==> src/rtl/patp_ctrl_seq_pkg.sv <==
// Shared definitions for the PATP control sequencer: opcodes, ALU operations
// and the 4-bit state encoding.
package patp_ctrl_seq_pkg;

  // Instruction opcodes, taken from IR[7:5]
  localparam logic [2:0] OP_LOAD  = 3'd0;
  localparam logic [2:0] OP_STORE = 3'd1;
  localparam logic [2:0] OP_ADD   = 3'd2;
  localparam logic [2:0] OP_SUB   = 3'd3;
  localparam logic [2:0] OP_JMP   = 3'd4;
  localparam logic [2:0] OP_JZ    = 3'd5;
  localparam logic [2:0] OP_NOP   = 3'd6;
  localparam logic [2:0] OP_HALT  = 3'd7;

  // ALU operation select; 2'b11 is never produced
  localparam logic [1:0] ALU_PASS = 2'b00;
  localparam logic [1:0] ALU_ADD  = 2'b01;
  localparam logic [1:0] ALU_SUB  = 2'b10;

  typedef enum logic [3:0] {
    S_IDLE  = 4'd0,
    S_F_MAR = 4'd1,
    S_F_RD  = 4'd2,
    S_F_IR  = 4'd3,
    S_DEC   = 4'd4,
    S_X_MAR = 4'd5,
    S_X_RD  = 4'd6,
    S_X_ACC = 4'd7,
    S_X_WR  = 4'd8,
    S_JMP   = 4'd9,
    S_FAULT = 4'd10
  } state_t;

  // States that hold a memory request open until mem_ack
  function automatic logic is_wait(input state_t s);
    return (s == S_F_RD) || (s == S_X_RD) || (s == S_X_WR);
  endfunction

endpackage

==> src/rtl/patp_ctrl_seq.sv <==
// Fetch/decode/execute sequencer for the PATP core. Drives the datapath load
// strobes and the memory req/ack handshake, and faults on a memory timeout.
module patp_ctrl_seq
  import patp_ctrl_seq_pkg::*;
#(
  parameter int OP_W       = 3,
  parameter int WAIT_LIMIT = 15,
  parameter int CNT_W      = 4
) (
  input  logic            clk,
  input  logic            rst,
  input  logic            run,
  input  logic [OP_W-1:0] ir_opcode,
  input  logic            acc_zero,
  input  logic            mem_ack,
  output logic            mem_rd,
  output logic            mem_wr,
  output logic            clk_mar,
  output logic            mar_sel,
  output logic            clk_mbr,
  output logic            clk_ir,
  output logic            pc_inc,
  output logic            pc_load,
  output logic            clk_acc,
  output logic [1:0]      alu_op,
  output logic            halted,
  output logic            fault
);

  state_t           state_reg;
  state_t           state_next;
  logic [2:0]       op_reg;
  logic [2:0]       op_in;
  logic [CNT_W-1:0] wait_cnt_reg;
  logic             in_wait;
  logic             timed_out;

  assign op_in   = 3'(ir_opcode);
  assign in_wait = is_wait(state_reg);

  // A request times out in the cycle the counter sits at the limit without an
  // ack; an ack in that same cycle takes priority. A limit of 0 disables it.
  assign timed_out = (WAIT_LIMIT != 0) && !mem_ack &&
                     (wait_cnt_reg == CNT_W'(WAIT_LIMIT));

  // State register
  always_ff @(posedge clk or posedge rst) begin
    if (rst) begin
      state_reg <= S_IDLE;
    end else begin
      state_reg <= state_next;
    end
  end

  // Capture the opcode at decode so execute-phase decisions do not depend on
  // IR staying stable after S_DEC
  always_ff @(posedge clk or posedge rst) begin
    if (rst) begin
      op_reg <= OP_NOP;
    end else if (state_reg == S_DEC) begin
      op_reg <= op_in;
    end
  end

  // Wait counter: zero outside wait states, so every wait state is entered
  // with a cleared count; saturates rather than wrapping
  always_ff @(posedge clk or posedge rst) begin
    if (rst) begin
      wait_cnt_reg <= '0;
    end else if (in_wait && !mem_ack) begin
      if (wait_cnt_reg != '1) begin
        wait_cnt_reg <= wait_cnt_reg + CNT_W'(1);
      end
    end else begin
      wait_cnt_reg <= '0;
    end
  end

  // Next-state logic
  always_comb begin
    state_next = state_reg;
    case (state_reg)
      S_IDLE:  if (run) state_next = S_F_MAR;
      S_F_MAR: state_next = S_F_RD;
      S_F_RD: begin
        if (mem_ack)        state_next = S_F_IR;
        else if (timed_out) state_next = S_FAULT;
      end
      S_F_IR:  state_next = S_DEC;
      S_DEC: begin
        case (op_in)
          OP_LOAD, OP_STORE, OP_ADD, OP_SUB: state_next = S_X_MAR;
          OP_JMP:  state_next = S_JMP;
          OP_JZ:   state_next = acc_zero ? S_JMP : S_F_MAR;
          OP_NOP:  state_next = S_F_MAR;
          OP_HALT: state_next = S_IDLE;
          default: state_next = S_F_MAR;
        endcase
      end
      S_X_MAR: state_next = (op_reg == OP_STORE) ? S_X_WR : S_X_RD;
      S_X_RD: begin
        if (mem_ack)        state_next = S_X_ACC;
        else if (timed_out) state_next = S_FAULT;
      end
      S_X_ACC: state_next = S_F_MAR;
      S_X_WR: begin
        if (mem_ack)        state_next = S_F_MAR;
        else if (timed_out) state_next = S_FAULT;
      end
      S_JMP:   state_next = S_F_MAR;
      S_FAULT: state_next = S_FAULT;
      default: state_next = S_IDLE;
    endcase
  end

  // Output decode. The MBR capture and PC increment inside a read wait state
  // are qualified by mem_ack so they fire exactly once, on the data cycle.
  always_comb begin
    mem_rd  = 1'b0;
    mem_wr  = 1'b0;
    clk_mar = 1'b0;
    mar_sel = 1'b0;
    clk_mbr = 1'b0;
    clk_ir  = 1'b0;
    pc_inc  = 1'b0;
    pc_load = 1'b0;
    clk_acc = 1'b0;
    alu_op  = ALU_PASS;
    halted  = 1'b0;
    fault   = 1'b0;
    case (state_reg)
      S_IDLE:  halted = 1'b1;
      S_F_MAR: clk_mar = 1'b1;
      S_F_RD: begin
        mem_rd  = 1'b1;
        clk_mbr = mem_ack;
        pc_inc  = mem_ack;
      end
      S_F_IR:  clk_ir = 1'b1;
      S_X_MAR: begin
        clk_mar = 1'b1;
        mar_sel = 1'b1;
      end
      S_X_RD: begin
        mem_rd  = 1'b1;
        clk_mbr = mem_ack;
      end
      S_X_ACC: begin
        clk_acc = 1'b1;
        case (op_reg)
          OP_ADD:  alu_op = ALU_ADD;
          OP_SUB:  alu_op = ALU_SUB;
          default: alu_op = ALU_PASS;
        endcase
      end
      S_X_WR:  mem_wr = 1'b1;
      S_JMP:   pc_load = 1'b1;
      S_FAULT: fault = 1'b1;
      default: ;
    endcase
  end

endmodule
==> config.mk <==
export PLATFORM = sky130hd
export DESIGN_NAME = patp_ctrl_seq
export DESIGN_NICKNAME = d
export VERILOG_FILES = /design/src/rtl/patp_ctrl_seq_pkg.sv /design/src/rtl/patp_ctrl_seq.sv
export SDC_FILE = /design/constraint.sdc
export NUM_CORES = 1
export LEC_CHECK = 0
export ABC_AREA = 1
export ABC_CLOCK_PERIOD_IN_PS = 3000
export CORE_MARGIN = 1.5
export CORE_UTILIZATION = 45
export DETAILED_ROUTE_END_ITERATION = 6
export HOLD_SLACK_MARGIN = 0.05
export PLACE_DENSITY_LB_ADDON = 0.12
export SYNTH_ARGS = -nofsm -noshare
export SYNTH_HDL_FRONTEND = slang
export SYNTH_SLANG_ARGS = --single-unit
==> constraint.sdc <==
create_clock -name clk -period 3 [get_ports clk]
set_input_delay 0.6 -clock clk [delete_from_list [all_inputs] [get_ports clk]]
set_output_delay 0.6 -clock clk [all_outputs]
set_load 0.03 [all_outputs]
==> impl_results.md <==
* Final-layout setup total negative slack at 0 ns
* Number of CTS-inserted buffers at 3
* Cell area after layout at 992 µm²
* DIE HEIGHT at 43.7 µm
* Detailed router's first-iteration violation count at 18
* Post-route fraction of the period consumed by the critical path at 90.4%
* Number of max-capacitance violations reported at 0
* Data arrival, critical path at 2.11 ns
* Relative area change from synthesis to final layout at 33.1%
* YS warnings at 0
* Post-DR wirelength/cell at 12.2 µm
* Average footprint of a synthesized cell at 7.77 µm²
* Result of the run: complete, no violations
* Finished Core Util at 65.1%
* Seq cells post-synth at 11
* Post-Syn Nets at 105
* Relative max-transition margin at 72.4%
* Area of the mapped netlist at 746 µm²
* Hold bufs inserted after CTS at 0
* Vias post-DR at 725
* Maximum level of the CTS H-tree at 1
* Sequential cell area fraction in the yosys report at 37.2%
* Worst-case clock skew at 0.00425 ns
* Gate Count Post-Synth at 96
* Most common cell after layout, fill and taps aside: clkdlybuf4s50_1
* Distinct cells, synth at 25
* Fraction of layout instances using a drive strength above 1 at 20.8%
* Category of the worst setup path capture point: output pin
* Commonest cells after routing, fill and taps aside: 20 x clkdlybuf4s50_1, 14 x inv_1, 13 x nand2_1
* Starting density of the core at 48.9%
* Via-to-Cell Ratio at 5.33
* Number of instances resized during post-cts repair at 0
* Number of port buffers at 20
* Area share of the largest cell type after synthesis at 30.2%
* CP max FO at 6
* Slowest-stage cell, CP: clkdlybuf4s50_1
* Biggest area contributors in the synthesized netlist: dfrtp_1 30%, dfstp_2 7.0%, inv_1 7.0%, nand2_1 6.5%, nand3_1 6.0%
* Required time reported for the critical path endpoint at 2.40 ns
* GRT Overall Usage at 20.1%
* Final Hold Fails at 0
* Overall overflow remaining after global route at 0
* First element of the critical path: mem_ack
* Peak per-stage delay on the critical path at 0.69 ns
* Std-Cell Core Area at 1520 µm²
* DR DRC count at 0
* Hold_sp: op_reg[1]
* Width of the die at 43.7 µm
* Final ANT Viol Nets at 0
* Yosys top cell by area: dfrtp_1
* Routability cong. at 0.865
* Worst reg2reg startpoint: wait_cnt_reg[0]
* Pwr Density at 803 nW/µm²
* Vias in the first global route at 684
* Clk_lat worst skew at 0.27 ns
* Class of the worst hold path: register to register
* Setup violations, final at 0
* Dpl cells at 132
* Antenna diode instance count at 0
* CTS Root Cell: clkbuf_4
* Unrepaired setup endpoints after global routing: false
* Sink count of the clock tree at 11
* Length of the first detailed-routing pass in iterations at 4
* Total wirelength of the detailed-routed design at 1650 µm
* Detailed placer's ending HPWL at 1370 µm
* Ordered list of cells on the worst path: clkdlybuf4s50_1, inv_1, nor3_1, clkdlybuf4s50_1
* Maximum clock frequency at 0.369 GHz
* Slew at the pin with the worst max-slew slack at 0.413 ns
* Startpoint class of the critical path: input port
* Cell leakage power at 0.000490 µW
* Area of placed instances at 966 µm²
* Maximum number of pins on one net before global-route repair at 12
* Clock Path Buffers at 2
* Post-route minimum period at 2.71 ns
* Clock tree from TritonCTS: yes
* Setup CP Type: input port to output pin
* Cell mode on critical path: clkdlybuf4s50_1
* Setup Buffers After CTS at 0
* Worst voltage drop across the vdd grid at 496 µV
* Clock-pin slew reported for the worst setup and hold paths after clock tree synthesis at 0.07 ns
* Slew Viols, Final at 0
* Total Die Area at 1910 µm²
* Number of standard cells in the final layout excluding fillers at 136
* Nets at 130
* I/O pins at 21
* Hold slack at 0.525 ns
* Cell Rows at 14
* Number of antenna violations at the first check in global routing at 0
* Wire length of the first global-routing pass at 2810 µm
[Yosys cell counts]
master	count
a21boi_0	1
a21oi_1	4
a21oi_2	3
dfrtp_1	9
dfstp_2	2
ha_1	1
inv_1	14
inv_2	3
nand2_1	13
nand2_2	3
nand2_4	3
nand3_1	9
nand4_1	1
nor2_1	12
nor2_2	2
nor2_4	3
nor3_1	2
nor3_2	1
nor4_1	1
o211ai_1	4
o21ai_0	1
o21ai_2	1
or2_2	1
xnor2_1	1
xor2_1	1
[cells by family after synthesis]
kind of cell               synth area share, %
adders and majority gates                 1.68
DFF                                       37.2
buffers and inverters                     8.56
and+or+nand+nor                           37.1
AOI/OAI and AO/OA                         13.1
xor gates and xnor gates                  2.35
[where the power goes]
group / switching [µW] / internal, µW
registers: 53.7 / 201
clock network: 51.5 / 51.5
logic: 276 / 163
[path summary, 6_finish.rpt]
kind / endpoint / slack (ns) / cells past startpoint
setup / recovery: pc_inc / 0.29 / 4
hold / removal: op_reg[1] / 0.52 / 2
setup reg to reg: wait_cnt_reg[0] / 1.54 / 5
hold reg to reg: op_reg[1] / 0.52 / 2
max in group asynchronous: op_reg[1] / 2.06 / 2
min in group asynchronous: op_reg[0] / 0.62 / 2
[through the flow]
stage | total power, µW | worst slack [ns]
after floorplan | 561 | 0.757
after global placement | 691 | 0.295
after detailed placement | 699 | 0.287
after CTS | 805 | 0.284
after global routing | 852 | 0.179
final | 797 | 0.287
[cell type report]
cell class | count | area [µm²]
multi-input cells | 68 | 404
repair buffers | 20 | 200
flip-flops and latches | 11 | 278
well taps | 16 | 20.0
fillers | 148 | 532
clock buffers | 4 | 26.3
inverters | 17 | 63.8
[metal layers]
layer	global-route usage, %	vias to the layer above	wire length (µm)
met4	9.70	0	33
met1	25.4	338	708
li1	-	363	-
met3	3.75	5	59
met2	32.9	19	852
met5	0	-	0
[critical path: cells and delay by family]
kind	cells	cell delay, ns
buf+inv	3	1.33
simple gates	1	0.18
No activity file was read; power rests on OpenSTA's default activity.
